### src/rtl/mult_pkg.sv
// ---------------------------------------------------------------------------
// mult_pkg
//   Shared definitions for the unsigned N x M sequential multiplier.
//   - mult_state_t : controller state encoding (READY/INIT/COMPUTE/RES)
//   - MULT_A_WIDTH / MULT_B_WIDTH : default operand widths
//   - mult_count_width() : width of the cycle counter for a given B width
// ---------------------------------------------------------------------------
package mult_pkg;

  typedef enum logic [1:0] {
    S_READY,
    S_INIT,
    S_COMPUTE,
    S_RES
  } mult_state_t;

  localparam int MULT_A_WIDTH = 8;
  localparam int MULT_B_WIDTH = 8;

  // The counter is loaded with B_WIDTH and counts down to 1, so it needs to
  // represent the value B_WIDTH itself.
  function automatic int mult_count_width(input int b_width);
    return $clog2(b_width + 1);
  endfunction

endpackage

### src/rtl/uns_mult_dp.sv
// ---------------------------------------------------------------------------
// uns_mult_dp
//   Shift-and-add datapath of the sequential multiplier. Holds the shifted
//   multiplicand (a_reg), the shifted multiplier (b_reg), the accumulator,
//   the remaining-cycle counter and the visible product register.
// Ports
//   clk, rst_n     : clock, asynchronous active-low reset
//   a, b           : operands, loaded when load=1
//   load           : initialise all working registers from a/b
//   shift          : perform one partial-product step
//   capture        : copy this step's accumulator result into f_reg
//   b_lsb          : current multiplier LSB (partial product enable)
//   b_next_zero    : multiplier becomes zero after this step
//   count_is_1     : this is the last step of the full-length schedule
//   f_reg          : product register, holds until the next capture
// ---------------------------------------------------------------------------
module uns_mult_dp
  import mult_pkg::*;
#(
  parameter int A_WIDTH = MULT_A_WIDTH,
  parameter int B_WIDTH = MULT_B_WIDTH
) (
  input  logic                       clk,
  input  logic                       rst_n,
  input  logic [A_WIDTH-1:0]         a,
  input  logic [B_WIDTH-1:0]         b,
  input  logic                       load,
  input  logic                       shift,
  input  logic                       capture,
  output logic                       b_lsb,
  output logic                       b_next_zero,
  output logic                       count_is_1,
  output logic [A_WIDTH+B_WIDTH-1:0] f_reg
);

  localparam int P_WIDTH = A_WIDTH + B_WIDTH;
  localparam int C_WIDTH = mult_count_width(B_WIDTH);

  logic [P_WIDTH-1:0] a_reg_q, a_reg_d;
  logic [B_WIDTH-1:0] b_reg_q, b_reg_d;
  logic [P_WIDTH-1:0] acc_q,   acc_d;
  logic [C_WIDTH-1:0] count_q, count_d;
  logic [P_WIDTH-1:0] f_reg_q, f_reg_d;
  logic [P_WIDTH-1:0] acc_sum;

  // Accumulator value after the current step's conditional add. Used both
  // for the step itself and for the product capture on the exit edge, so the
  // final partial product is never lost.
  always_comb begin
    acc_sum = acc_q + (b_reg_q[0] ? a_reg_q : '0);
  end

  // Next-state logic for the working registers. Load wins over shift; the
  // controller never asserts both together.
  always_comb begin
    a_reg_d = a_reg_q;
    b_reg_d = b_reg_q;
    acc_d   = acc_q;
    count_d = count_q;
    f_reg_d = f_reg_q;

    if (load) begin
      a_reg_d = {{B_WIDTH{1'b0}}, a};
      b_reg_d = b;
      acc_d   = '0;
      count_d = C_WIDTH'(B_WIDTH);
    end else if (shift) begin
      acc_d   = acc_sum;
      a_reg_d = a_reg_q << 1;
      b_reg_d = b_reg_q >> 1;
      // Guard against wrap; the controller leaves COMPUTE at count 1 anyway.
      if (count_q != '0) begin
        count_d = count_q - C_WIDTH'(1);
      end
    end

    if (capture) begin
      f_reg_d = acc_sum;
    end
  end

  // Register bank.
  always_ff @(posedge clk or negedge rst_n) begin
    if (!rst_n) begin
      a_reg_q <= '0;
      b_reg_q <= '0;
      acc_q   <= '0;
      count_q <= '0;
      f_reg_q <= '0;
    end else begin
      a_reg_q <= a_reg_d;
      b_reg_q <= b_reg_d;
      acc_q   <= acc_d;
      count_q <= count_d;
      f_reg_q <= f_reg_d;
    end
  end

  // Status flags for the controller.
  always_comb begin
    b_lsb       = b_reg_q[0];
    b_next_zero = ((b_reg_q >> 1) == '0);
    count_is_1  = (count_q == C_WIDTH'(1));
    f_reg       = f_reg_q;
  end

endmodule

### src/rtl/uns_nxm_seq_mult.sv
// ---------------------------------------------------------------------------
// uns_nxm_seq_mult
//   Parametrised unsigned A_WIDTH x B_WIDTH sequential multiplier. One
//   partial product per clock, optional early exit once the remaining
//   multiplier bits are zero, back-to-back operation when GO is held in RES.
// Ports
//   SYS_CLOCK     : system clock, rising edge
//   FSM_ARESET_N  : asynchronous active-low reset
//   GO            : start request, honoured only in READY and RES
//   A, B          : operands, captured while in INIT
//   READY/INIT/COMPUTE/RES : one-hot state indicators
//   F_VALID       : one-cycle pulse coincident with RES
//   F_REG         : product, held until the next RES
// ---------------------------------------------------------------------------
module uns_nxm_seq_mult
  import mult_pkg::*;
#(
  parameter int A_WIDTH    = MULT_A_WIDTH,
  parameter int B_WIDTH    = MULT_B_WIDTH,
  parameter bit EARLY_TERM = 1'b1
) (
  input  logic                       SYS_CLOCK,
  input  logic                       FSM_ARESET_N,
  input  logic                       GO,
  input  logic [A_WIDTH-1:0]         A,
  input  logic [B_WIDTH-1:0]         B,
  output logic                       READY,
  output logic                       INIT,
  output logic                       COMPUTE,
  output logic                       RES,
  output logic                       F_VALID,
  output logic [A_WIDTH+B_WIDTH-1:0] F_REG
);

  localparam int P_WIDTH = A_WIDTH + B_WIDTH;

  mult_state_t state_q, state_d;

  logic load;
  logic shift;
  logic capture;
  logic b_lsb;
  logic b_next_zero;
  logic count_is_1;
  logic compute_done;

  logic [P_WIDTH-1:0] f_reg;

  uns_mult_dp #(
    .A_WIDTH (A_WIDTH),
    .B_WIDTH (B_WIDTH)
  ) u_dp (
    .clk         (SYS_CLOCK),
    .rst_n       (FSM_ARESET_N),
    .a           (A),
    .b           (B),
    .load        (load),
    .shift       (shift),
    .capture     (capture),
    .b_lsb       (b_lsb),
    .b_next_zero (b_next_zero),
    .count_is_1  (count_is_1),
    .f_reg       (f_reg)
  );

  // The LSB is consumed inside the datapath's adder; the controller only
  // needs the exit conditions.
  logic unused_b_lsb;
  assign unused_b_lsb = b_lsb;

  // COMPUTE ends after the last scheduled step, or earlier when no set
  // multiplier bits remain above the one being processed now.
  always_comb begin
    compute_done = count_is_1 || (EARLY_TERM && b_next_zero);
  end

  // Next-state and datapath control. Capture fires on the same edge that
  // leaves COMPUTE so F_REG is already valid during RES.
  always_comb begin
    state_d = state_q;
    load    = 1'b0;
    shift   = 1'b0;
    capture = 1'b0;

    case (state_q)
      S_READY: begin
        if (GO) begin
          state_d = S_INIT;
        end
      end
      S_INIT: begin
        load    = 1'b1;
        state_d = S_COMPUTE;
      end
      S_COMPUTE: begin
        shift = 1'b1;
        if (compute_done) begin
          capture = 1'b1;
          state_d = S_RES;
        end
      end
      S_RES: begin
        state_d = GO ? S_INIT : S_READY;
      end
      default: begin
        state_d = S_READY;
      end
    endcase
  end

  // State register.
  always_ff @(posedge SYS_CLOCK or negedge FSM_ARESET_N) begin
    if (!FSM_ARESET_N) begin
      state_q <= S_READY;
    end else begin
      state_q <= state_d;
    end
  end

  // Status outputs decoded straight from the state register.
  always_comb begin
    READY   = (state_q == S_READY);
    INIT    = (state_q == S_INIT);
    COMPUTE = (state_q == S_COMPUTE);
    RES     = (state_q == S_RES);
    F_VALID = (state_q == S_RES);
    F_REG   = f_reg;
  end

endmodule

### config.mk
export PLATFORM = sky130hd
export DESIGN_NAME = uns_nxm_seq_mult
export DESIGN_NICKNAME = d
export VERILOG_FILES = /design/src/rtl/mult_pkg.sv /design/src/rtl/uns_mult_dp.sv /design/src/rtl/uns_nxm_seq_mult.sv
export SDC_FILE = /design/constraint.sdc
export NUM_CORES = 1
export LEC_CHECK = 0
export ABC_AREA = 1
export BUFFER_PORTS_ARGS = -buffer_cell sky130_fd_sc_hd__buf_2
export CAP_MARGIN = 20
export CORE_ASPECT_RATIO = 2
export CORE_MARGIN = 2
export CORE_UTILIZATION = 46
export CTS_BUF_LIST = sky130_fd_sc_hd__clkbuf_16
export CTS_CLUSTER_DIAMETER = 30
export DETAILED_ROUTE_END_ITERATION = 7
export GPL_TIMING_DRIVEN = 1
export PLACE_DENSITY_LB_ADDON = 0.25
export SLEW_MARGIN = 15
export SYNTH_ARGS = -nofsm -noshare
export SYNTH_HDL_FRONTEND = slang
export SYNTH_HIERARCHICAL = 1
export SYNTH_SLANG_ARGS = --single-unit
### constraint.sdc
create_clock -name SYS_CLOCK -period 2 [get_ports SYS_CLOCK]
set_input_delay 0.1 -clock SYS_CLOCK [delete_from_list [all_inputs] [get_ports SYS_CLOCK]]
set_output_delay 0.1 -clock SYS_CLOCK [all_outputs]
set_load 0.02 [all_outputs]
* Word-level counts from Yosys, hierarchy flattened
Cells that the tools add are included.
** Cells by class
- Eq/ne operators :: 6
- Reduce and logical (&&, ||, !) cells :: 8
- Mux-type cells :: 18
- Add/subtract/negate cells :: 2
** Operators by type and width (number)
- 16-bit two-way mux :: 5
- 16-bit adder :: 1
- 8-bit two-way mux :: 2
- 4-bit two-way mux :: 3
- 8-bit logical NOT :: 1
- 2-bit one-hot mux with 4 select lines :: 1
- 1-bit two-way mux :: 5
- 2-bit equality test (second input constant) :: 2
- 4-bit by 1-bit equality test with 1-bit output (second input constant) :: 1
- 2-bit two-way mux :: 2
- 2-bit AND reduction :: 2
- 2-bit nonzero test :: 2
- 4-bit nonzero test :: 1
- 4-bit by 1-bit subtractor with 4-bit output (second input constant) :: 1
- 2-bit by 1-bit equality test with 1-bit output (second input constant) :: 1
- 2-bit logical NOT :: 1
- 2-bit by 1-bit inequality test with 1-bit output (second input constant) :: 1
- 2-bit inequality test (second input constant) :: 1
- 1-bit logical OR :: 1
** Word-level totals
- Bits in registers :: 62

* Logic depth before layout (Yosys ltp)
Gate-level depths: netlist (run 1).
- Depth after elaboration :: 4
- Mapped depth :: 14
- Mapped depth without buffers :: 13

* Cells and area by module
The synthesis (run 1) kept the hierarchy.
** Modules (own cells, without submodules)
- uns_mult_dp :: area an instance 3408.3 µm², cells an instance 447, times used 1
- uns_nxm_seq_mult :: area an instance 197.7 µm², cells an instance 27, times used 1

* Least setup slack after synthesis (run 1)
Ideal clock, no wire load.
- Path kind :: reg2reg
- From :: register state_q[0]
- To :: register u_dp.f_reg_q[12] (netlist: u_dp/f_reg[12])
- Path slack :: 0.059 ns
- Required time :: 1.883 ns
- Stages on the path, launching flop included :: 9
- Path buffers :: 1
- Clock period less this slack :: 1.941 ns
- Library setup time :: 0.117 ns
- Arrival time :: 1.824 ns
- Cells stage by stage :: dfrtp_1 inv_1 ha_1 inv_1 nor2_1 clkinv_1 clkbuf_1 nand2_1 nand2_1
** On the way
- Cells in the longest elaborated chain, start to end :: 2
** RTL lines
- start: declaration :: line uns_nxm_seq_mult.sv:37 : mult_state_t state_q, state_d;
- start signal: assignment :: line uns_nxm_seq_mult.sv:116 : state_q <= state_d;
- 2-bit equality test
- net COMPUTE :: line uns_nxm_seq_mult.sv:29 : output logic COMPUTE,
- 1-bit two-way mux :: line uns_nxm_seq_mult.sv:85 : case (state_q)
- net capture :: line uns_nxm_seq_mult.sv:41 : logic capture;
- end signal: assignment :: line uns_mult_dp.sv:95 : f_reg_q <= f_reg_d;
- end: declaration :: line uns_mult_dp.sv:43 : logic [P_WIDTH-1:0] f_reg_q, f_reg_d;
The timed path passes the listed nets, and every way through them passes these cells.
A chain may end at the register's enable or synchronous reset.

* Final worst setup path (run 1)
- From :: register u_dp.b_reg_q[0]
- To :: register u_dp.acc_q[13]
** On the way
- Cells in the longest elaborated chain, start to end :: 4
** RTL lines
- start: declaration :: line uns_mult_dp.sv:40 : logic [B_WIDTH-1:0] b_reg_q, b_reg_d;
- start signal: assignment :: line uns_mult_dp.sv:92 : b_reg_q <= b_reg_d;
- 16-bit two-way mux :: line uns_mult_dp.sv:50 : acc_sum = acc_q + (b_reg_q[0] ? a_reg_q : '0);
- 16-bit adder :: line uns_mult_dp.sv:50
- 16-bit two-way mux :: line uns_mult_dp.sv:67 : end else if (shift) begin
- 16-bit two-way mux :: line uns_mult_dp.sv:62 : if (load) begin
- end signal: assignment :: line uns_mult_dp.sv:87 : acc_q <= '0;
- end signal: assignment :: line uns_mult_dp.sv:93 : acc_q <= acc_d;
- end: declaration :: line uns_mult_dp.sv:41 : logic [P_WIDTH-1:0] acc_q, acc_d;
Every way passes these cells. The select of a mux whose other input is x is not followed.

==> results_dict.tcl, run 1 <==
set metrics [dict create \
    status "finished, final reports clean" \
    clockRootBuffer "clkbuf_16" \
    die_w_um 66.61 \
    core_area_um2 7601 \
    startpoint "u_dp/b_reg_q[0]$_DFFE_PN0P_" \
    cts_tree "built" \
    regToRegSetupSlack_ns 0.1 \
    syn_area_um2 3606 \
    final_util_pct 58.85 \
    leakagePower_uw 0.002501 \
    drc 0 \
    hold_viol_final 0 \
    finalSetupViolCount 0 \
    io_pins 40 \
    gp_congestion 0.9361 \
    synthToLayoutAreaGrowth_pct 24.05 \
    routed_wirelength_um 9030 \
    fmax_mhz 525.6 \
    worst_setup_path_start_kind "register" \
    fin_area_um2 4473 \
    start_util_pct 47.44 \
    max_cap_viol_count 0 \
    ir_worst_vdd_mv 1.345 \
    ys_seq_area_share_pct 43.03 \
    period_share_pct 95.14 \
    cts.reportedPaths.clkPinSlew_ns 0.05 \
    dp_worst_setup_slack_ns 0.07003 \
    worst_hold_slack_ns 0.02545 \
    cts_max_level 3 \
    clock-sinks 62 \
    relSlewSlack_pct 55.35 \
    clock_skew_ns 0.005976 \
    wl_per_cell_um 14.33 \
    critPathKind "register to register" \
    crit_required_ns 2.22 \
    crit_path_end_kind "register" \
    overflow 0 \
    r2r-start "u_dp/b_reg_q[0]$_DFFE_PN0P_" \
    ant_nets 0 \
    clock_latency_ns 0.34 \
    grt_pass1_vias 3240 \
    power.density_nw_per_um2 1524 \
    cts_setup_buffers 0 \
    via_count 3203 \
    grt_usage_pct 23.45 \
    worst_pin_slew_ns 0.6697 \
    vias_per_cell 5.084 \
    dr.pass1.iters 4 \
    n_fill_cell 687 \
    synth-seq-cells 62 \
    synth_edf_count 0 \
    dieArea_um2 8606 \
    rows 45 \
    synth_ff_type "dfrtp_1" \
    crit_arrival_ns 2.12 \
    antenna_found_initial 0 \
    drtIter0Drc 177 \
    io_buffers 39 \
    synthArstFlopShare_pct 100.0 \
    min_from "A[0]" \
    place_hpwl_um 6593 \
    chipHeight_um 129.2 \
    rsz0062_at_grt "true" \
    finalPower_uw 6815 \
    hold_class "primary input to register" \
    drive_gt1_share_pct 19.22 \
    fin_crit_ns 1.903 \
    synth.avg_cell_area_um2 7.608 \
    seqCellArea_um2 1551 \
    worst_slack_ns 0.09724 \
    clk_path_buf_depth 2 \
    cts_buffers 9 \
    num-nets-final 572 \
    grt_pass1_wl_um 15030 \
    maxSlewViolCount 0 \
    yosys_warnings 6 \
    num_antenna_cells 0 \
    syn_nets 515 \
    dpl_cell_area_um2 3949 \
    netlist_instances 474 \
    multi_input_area_um2 1828 \
    cp_max_fo 7 \
    synth.distinct_cells 34 \
    grt_max_degree 30 \
]
[worst max-delay path, stage by stage, from the launching register on]
cell and delay (ns):
dfrtp_1 0.40, buf_4 0.17, nand2_1 0.06, inv_1 0.07
ha_4 0.29, nand2_1 0.07, inv_1 0.12, nand2_1 0.10
nor3_1 0.15, nand2_1 0.11, nand2_1 0.08, nand2_1 0.06
nand3_1 0.07, nand2_1 0.05
[cells in the final DEF, fill, tap and decap left out, drive strengths merged]
master,Yosys,routed
ha,21,21
nor4,1,1
a22oi,2,2
xor2,3,3
o21ai,13,13
and2,1,1
clkinv,1,4
a22o,3,3
clkbuf,3,9
nand3b,5,5
nand4,3,3
o22ai,16,16
dlygate4sd3,0,6
bufinv,0,2
o221ai,3,3
nor2,19,19
buf,10,53
or2,5,5
nand2,170,170
nand3,32,32
nor3b,1,1
inv,77,79
fa,1,1
nor3,3,3
dfrtp,62,62
o211ai,1,1
xnor2,2,2
a21oi,16,16
[through the flow]
stage	setup TNS, ns	cells
2_1_floorplan	0	474
3_3_place_gp	0	608
3_5_place_dp	0	608
4_1_cts	0	630
5_1_grt	-0.1779	630
6_report	0	630
[where the power goes]
| group | switching, uW | total [uW] | internal (uW) |
|---|---|---|---|
| sequential | 318 | 2010 | 1700 |
| combinational | 1910 | 3180 | 1270 |
| clock | 552 | 1620 | 1070 |
[routing by layer]
metal / vias to the layer above / share of wire (%) / GRT usage [%] / routed length, um
li1: 1620 / - / - / -
met1: 1491 / 36 / 23.99 / 3260
met2: 68 / 57 / 44.18 / 5127
met3: 24 / 2.8 / 4.080 / 256
met4: 0 / 4.3 / 11.28 / 385
met5: - / 0 / 0 / 0
[cell type report]
type / count / share of cell area (%)
Multi-Input combinational cell: 321 / 40.87
Sequential cell: 62 / 34.69
Timing Repair Buffer: 59 / 8.420
Inverter: 78 / 6.545
Clock buffer: 9 / 5.035
Tap cell: 94 / 2.629
Clock inverter: 7 / 1.818
[cells by family (layout without fill, tap and decap cells)]
| kind of cell | Yosys count | after routing | synth area share, % |
|---|---|---|---|
| AOI/OAI and AO/OA | 54 | 54 | 8.883 |
| xor gates and xnor gates | 5 | 5 | 1.215 |
| adders and majority gates | 22 | 22 | 7.842 |
| buffers and inverters | 91 | 153 | 10.55 |
| DFF | 62 | 62 | 43.03 |
| and+or+nand+nor | 240 | 240 | 28.49 |
[synthesized netlist by cell type, drive strengths merged, types with 2 or more instances]
cell	instances	share of area (%)
clkbuf	3	0.31
ha	21	7.3
nor3	3	0.42
or2	5	0.94
o221ai	3	0.73
xnor2	2	0.49
a22o	3	0.73
a21oi	16	2.2
a22oi	2	0.42
nand4	3	0.52
inv	77	8.0
xor2	3	0.73
nand3b	5	1.0
o22ai	16	2.8
o21ai	13	1.8
nand2	170	18
nand3	32	4.4
buf	10	2.1
nor2	19	2.5
dfrtp	62	43
[path summary, 6_finish.rpt]
check	end	cells after the start
setup / recovery	u_dp/acc_q[13]$_DFFE_PN0P_	13
hold / removal	u_dp/a_reg_q[0]$_DFFE_PN0P_	2
setup reg to reg	u_dp/acc_q[13]$_DFFE_PN0P_	13
hold reg to reg	u_dp/f_reg[0]$_DFFE_PN0P_	2
max in group asynchronous	u_dp/acc_q[12]$_DFFE_PN0P_	3
min in group asynchronous	u_dp/f_reg[3]$_DFFE_PN0P_	2
[repair_timing]
item | 4_1_cts | 5_1_grt
gates resized for setup | 0 | 25
hold endpoints to repair | 32 | 0
endpoints found under the setup margin | 0 | 20
hold buffers | 6 | 0
Note: power is estimated with default switching activity, not from simulation.
==> inputs of run 2 (changes only) <==
==> constraint.sdc (replaced) <==
create_clock -name SYS_CLOCK -period 1.9 [get_ports SYS_CLOCK]
set_input_delay 0.095 -clock SYS_CLOCK [delete_from_list [all_inputs] [get_ports SYS_CLOCK]]
set_output_delay 0.095 -clock SYS_CLOCK [all_outputs]
set_load 0.02 [all_outputs]
==> results_dict.tcl, run 2 (synthesized netlist as in run 1, its figures left out) <==
set metrics [dict create \
    num_antenna_cells 0 \
    grt_usage_pct 24.48 \
    layout_common_cells "nand2_1, inv_1, dfrtp_1, buf_2, nand3_1" \
    worstHoldPathCells 3 \
    violations "setup timing" \
    crit_path_end_kind "register" \
    clock-sinks 62 \
    clk_path_buf_depth 2 \
    grt_pass1_vias 3378 \
    clock_power_share_pct 20.5 \
    cts_max_level 3 \
    cts.reportedPaths.clkPinSlew_ns 0.05 \
    finalSetupTns_ns -0.1465 \
    r2r-start "u_dp/b_reg_q[0]$_DFFE_PN0P_" \
    routed_wirelength_um 9537 \
    p_switching_uw 2957 \
    reg2reg_to "u_dp/acc_q[14]$_DFFE_PN0P_" \
    comb_power_share_pct 48.9 \
    synthToLayoutAreaGrowth_pct 26.89 \
    clock_skew_ns 0.002356 \
    met2_usage_pct 45.71 \
    crit_arrival_ns 2.16 \
    grt_max_degree 40 \
    regToRegSetupSlack_ns -0.05 \
    drtIter0Drc 270 \
    min_from "B[2]" \
    layout_commonest_cell "nand2_1" \
    grt_use_met3_pct 5.122 \
    power.density_nw_per_um2 1518 \
    clock_latency_ns 0.33 \
    overflow 0 \
    gp_congestion 0.8688 \
    whs_endpoint "u_dp/b_reg_q[2]$_DFFE_PN0P_" \
    via_count 3338 \
    worst_slack_ns -0.05072 \
    io_pins 40 \
    fmax_mhz 512.6 \
    dieArea_um2 8606 \
    drive_gt1_share_pct 23.80 \
    cts_buffers 9 \
    place_hpwl_um 6605 \
    cp_max_fo 9 \
    final_util_pct 60.20 \
    cts_setup_buffers 0 \
    dr.pass1.iters 5 \
    grt_pass1_wl_um 15620 \
    finalPower_uw 6948 \
    top_usage_layer "met2" \
    chipHeight_um 129.2 \
    drc 0 \
    switching_share_pct 42.56 \
    dp_worst_setup_slack_ns -0.06127 \
    worst_pin_slew_ns 0.5924 \
    max_cap_viol_count 0 \
    crit_required_ns 2.11 \
    worst_setup_path_start_kind "register" \
    io_buffers 39 \
    core_area_um2 7601 \
    maxSlewViolCount 0 \
    vias_per_cell 5.248 \
    clockRootBuffer "clkbuf_16" \
    use_met1_pct 24.26 \
    num-nets-final 578 \
    ant_nets 0 \
    antenna_found_initial 0 \
    cts_tree "built" \
    hold_class "primary input to register" \
    start_util_pct 47.44 \
    p_int_uw 3991 \
    finalSetupViolCount 5 \
    period_share_pct 102.7 \
    status "finished, violations left" \
    relSlewSlack_pct 60.51 \
    rsz0062_at_grt "true" \
    wl_per_cell_um 15.00 \
    reg2regPathDepth 13 \
    n_fill_cell 693 \
    hold_viol_final 0 \
    rows 45 \
    leakagePower_uw 0.002510 \
    fin_crit_ns 1.951 \
    die_w_um 66.61 \
    ir_worst_vdd_mv 1.629 \
    p_seq_share_pct 30.6 \
    critPathKind "register to register" \
]
[run 2: power by group through the flow]
stage | sequential (uW) | clock [uW] | combinational, uW
2_1_floorplan | 2120 | 0 | 2190
3_3_place_gp | 2080 | 0 | 3040
3_5_place_dp | 2090 | 0 | 3130
4_1_cts | 2100 | 1460 | 3220
5_1_grt | 2190 | 1490 | 3770
6_report | 2130 | 1430 | 3400
[run 2: routing by layer]
metal  routed length, um  part of all wire, %  vias up
li1                    -                    -     1626
met1                3376                   35     1571
met2                5263                   55      108
met3                 455                  4.8       33
met4                 442                  4.6        0
met5                   0                    0        -
[run 2: worst max-delay path by stage]
| stage | startpoint | to | slack (ns) | depth (start not counted) |
|---|---|---|---|---|
| 2_1_floorplan | u_dp/b_reg_q[0]$_DFFE_PN0P_ | u_dp/acc_q[7]$_DFFE_PN0P_ | 0.004 | 12 |
| 3_3_place_gp | u_dp/b_reg_q[0]$_DFFE_PN0P_ | u_dp/f_reg[13]$_DFFE_PN0P_ | -0.01 | 13 |
| 3_5_place_dp | u_dp/b_reg_q[0]$_DFFE_PN0P_ | u_dp/acc_q[6]$_DFFE_PN0P_ | -0.06 | 11 |
| 4_1_cts | u_dp/b_reg_q[0]$_DFFE_PN0P_ | u_dp/acc_q[13]$_DFFE_PN0P_ | 0.001 | 12 |
| 5_1_grt | u_dp/b_reg_q[0]$_DFFE_PN0P_ | u_dp/acc_q[14]$_DFFE_PN0P_ | -0.21 | 13 |
| 6_report | u_dp/b_reg_q[0]$_DFFE_PN0P_ | u_dp/acc_q[14]$_DFFE_PN0P_ | -0.05 | 13 |
[run 2: critical path: stages (launching register included)]
cell     delay (ns)
dfrtp_1        0.41
buf_4          0.19
nand2_1        0.07
inv_1          0.07
ha_4           0.30
nand2_1        0.07
inv_1          0.07
nand2_1        0.12
nor3_2         0.15
nand2_2        0.10
nand2_1        0.09
nand2_2        0.07
nand3_2        0.06
nand2_1        0.07
[run 2: area by class of cell]
type / instances / area [um^2] / share of cell area, %
inverters: 78 / 292.8 / 6.399
clock inverters: 7 / 33.78 / 0.7383
multi-input cells: 321 / 1922 / 42.00
flip-flops and latches: 62 / 1551 / 33.91
clock buffers: 9 / 225.2 / 4.922
well taps: 94 / 117.6 / 2.570
repair buffers: 65 / 432.9 / 9.461
[run 2: through the flow]
stage               hold slack, ns  cells  area (um^2)
floorplan                  -0.2006    474         3608
global placement            0.1268    613         4001
detailed placement          0.1343    613         4001
CTS                        0.02067    636         4402
global route               0.04578    636         4576
finish                     0.02941    636         4576
[run 2: what timing repair did]
action,CTS,global route
endpoints found under the setup margin,13,23
hold buffers,7,0
hold endpoints to repair,29,0
pin swaps,1,13
gates resized for setup,12,32
==> inputs of run 3 (changes only) <==
==> constraint.sdc (replaced) <==
create_clock -name SYS_CLOCK -period 1.7 [get_ports SYS_CLOCK]
set_input_delay 0.085 -clock SYS_CLOCK [delete_from_list [all_inputs] [get_ports SYS_CLOCK]]
set_output_delay 0.085 -clock SYS_CLOCK [all_outputs]
set_load 0.02 [all_outputs]
==> results_dict.tcl, run 3 (synthesized netlist as in run 1, its figures left out) <==
set metrics [dict create \
    dr.pass1.iters 4 \
    start_util_pct 47.44 \
    clock-sinks 62 \
    cts.reportedPaths.clkPinSlew_ns 0.05 \
    reg2regPathDepth 10 \
    hold_class "primary input to register" \
    cp_max_fo 4 \
    synthToLayoutAreaGrowth_pct 40.56 \
    maxSlewViolCount 0 \
    drive_gt1_share_pct 36.95 \
    worst_setup_path_start_kind "register" \
    io_pins 40 \
    grt_usage_pct 25.51 \
    vias_per_cell 5.226 \
    fin_crit_ns 1.930 \
    wl_per_cell_um 15.43 \
    clockRootBuffer "clkbuf_16" \
    crit_path_frequent_cell "nand2_1" \
    worst_pin_slew_ns 0.3399 \
    status "finished, violations left" \
    finalSetupViolCount 24 \
    p_switching_uw 3736 \
    cp-endpoint "u_dp/f_reg[5]$_DFFE_PN0P_" \
    layout_commonest_cell "nand2_1" \
    ant_nets 0 \
    dpl_cell_area_um2 4359 \
    cts_tree "built" \
    crit_required_ns 1.92 \
    switching_share_pct 41.75 \
    core_area_um2 7601 \
    grt_pass1_wl_um 16110 \
    p_seq_share_pct 26.7 \
    clock_skew_ns 0.003020 \
    comb_power_share_pct 55.5 \
    chipHeight_um 129.2 \
    multi_input_area_um2 2105 \
    crit_path_end_kind "register" \
    overflow 0 \
    fin_area_um2 5069 \
    grt_pass1_vias 3496 \
    finalSetupTns_ns -4.173 \
    fmax_mhz 518.1 \
    layout_common_cells "nand2_1, inv_1, dfrtp_1" \
    ir_worst_vdd_mv 1.475 \
    critPathTopFamily "simple AND/OR/NAND/NOR gates" \
    drtIter0Drc 151 \
    max_cap_viol_count 0 \
    crit_arrival_ns 2.15 \
    regToRegSetupSlack_ns -0.23 \
    num-nets-final 607 \
    clock_power_share_pct 17.8 \
    violations "setup timing" \
    p_int_uw 5213 \
    clk_path_buf_depth 2 \
    reg2reg_to "u_dp/f_reg[5]$_DFFE_PN0P_" \
    leakagePower_uw 0.002708 \
    worst_slack_ns -0.2300 \
    power.density_nw_per_um2 1766 \
    slowest_stage "dfrtp_2" \
    rsz0062_at_grt "true" \
    critPathKind "register to register" \
    io_buffers 39 \
    place_hpwl_um 7205 \
    hold_viol_final 0 \
    gp_congestion 0.8887 \
    via_count 3475 \
    critical-path-max-stage-delay_ns 0.45 \
    rows 45 \
    r2r-start "u_dp/b_reg_q[0]$_DFFE_PN0P_" \
    cts_buffers 9 \
    routed_wirelength_um 10260 \
    startpoint "u_dp/b_reg_q[0]$_DFFE_PN0P_" \
    die_w_um 66.61 \
    antenna_found_initial 0 \
    n_fill_cell 630 \
    cp_num_buf_inv 2 \
    drc 0 \
    grt_max_degree 63 \
    num_antenna_cells 0 \
    clock_latency_ns 0.33 \
    worstSetupPathDepth 10 \
    path_cells "buf_4 -> nand2_1 -> inv_2 -> ha_4 -> or2_4 -> nand3b_1 -> nand2_2 -> or2_1 -> nand3_2 -> nand2_1" \
    relSlewSlack_pct 77.34 \
    period_share_pct 113.5 \
    seqCellArea_um2 1553 \
    cts_max_level 3 \
    dieArea_um2 8606 \
]
[run 3: cell count changes in the layout (fill, tap and decap cells not counted), sizes merged]
cell / before / now
buf: 58 / 87
clkbuf: 9 / 10
clkinv: 5 / 6
clkinvlp: 1 / 0
dlygate4sd3: 7 / 6
[run 3: worst min-delay path by stage]
stage | from | cells past startpoint | to | slack, ns
2_1_floorplan | FSM_ARESET_N | 0 | state_q[0]$_DFFE_PN0P_ | -0.21
3_3_place_gp | FSM_ARESET_N | 2 | u_dp/acc_q[11]$_DFFE_PN0P_ | 0.12
3_5_place_dp | FSM_ARESET_N | 2 | u_dp/acc_q[11]$_DFFE_PN0P_ | 0.12
4_1_cts | A[1] | 3 | u_dp/a_reg_q[1]$_DFFE_PN0P_ | 0.01
5_1_grt | B[2] | 3 | u_dp/b_reg_q[2]$_DFFE_PN0P_ | 0.02
6_report | B[2] | 3 | u_dp/b_reg_q[2]$_DFFE_PN0P_ | 0.01
[run 3: area by class of cell]
| type | instances | area share, % |
|---|---|---|
| clock buffers | 9 | 4.443 |
| multi-input cells | 321 | 41.52 |
| well taps | 94 | 2.320 |
| inverters | 78 | 5.924 |
| clock inverters | 7 | 0.6418 |
| repair buffers | 94 | 14.51 |
| flip-flops and latches | 62 | 30.63 |
[run 3: what timing repair did]
action	4_1_cts	5_1_grt
hold buffers	6	0
endpoints found under the hold margin	67	0
pin swaps	14	28
endpoints found under the setup margin	29	37
buffers inserted	4	5
gates resized for setup	42	48
gates cloned	0	1
[run 3: stage by stage]
stage          std cells  setup WS [ns]  util (%)  hold WS, ns  total power, uW
3_3_place_gp         635        -0.2272     57.35       0.1199             6505
6_report             665        -0.2300     66.68      0.01239             8949
4_1_cts              661        -0.1963     64.21     0.009595             8570
2_1_floorplan        474       -0.09597         -      -0.2106             5059
5_1_grt              665        -0.3213     66.68      0.02135             9564
3_5_place_dp         635        -0.2329     57.35       0.1180             6608
[run 3: power groups by stage]
stage / combinational (uW) / sequential, uW / clock [uW]
after floorplan: 2640 / 2420 / 0
after global placement: 4150 / 2360 / 0
after detailed placement: 4240 / 2370 / 0
after CTS: 4600 / 2360 / 1610
after global routing: 5430 / 2440 / 1700
final: 4970 / 2390 / 1590
[run 3: layer usage]
metal | global-route usage (%) | share of wire, %
met1 | 24.32 | 33
met2 | 46.12 | 57
met5 | 0 | 0
met4 | 18.37 | 7.0
met3 | 5.642 | 3.6
[run 3: worst reg2reg max path, stage by stage, from the launching register on]
cell      delay, ns
dfrtp_2        0.45
buf_4          0.16
nand2_1        0.07
inv_2          0.05
ha_4           0.21
or2_4          0.25
nand3b_1       0.12
nand2_2        0.12
or2_1          0.25
nand3_2        0.10
nand2_1        0.05
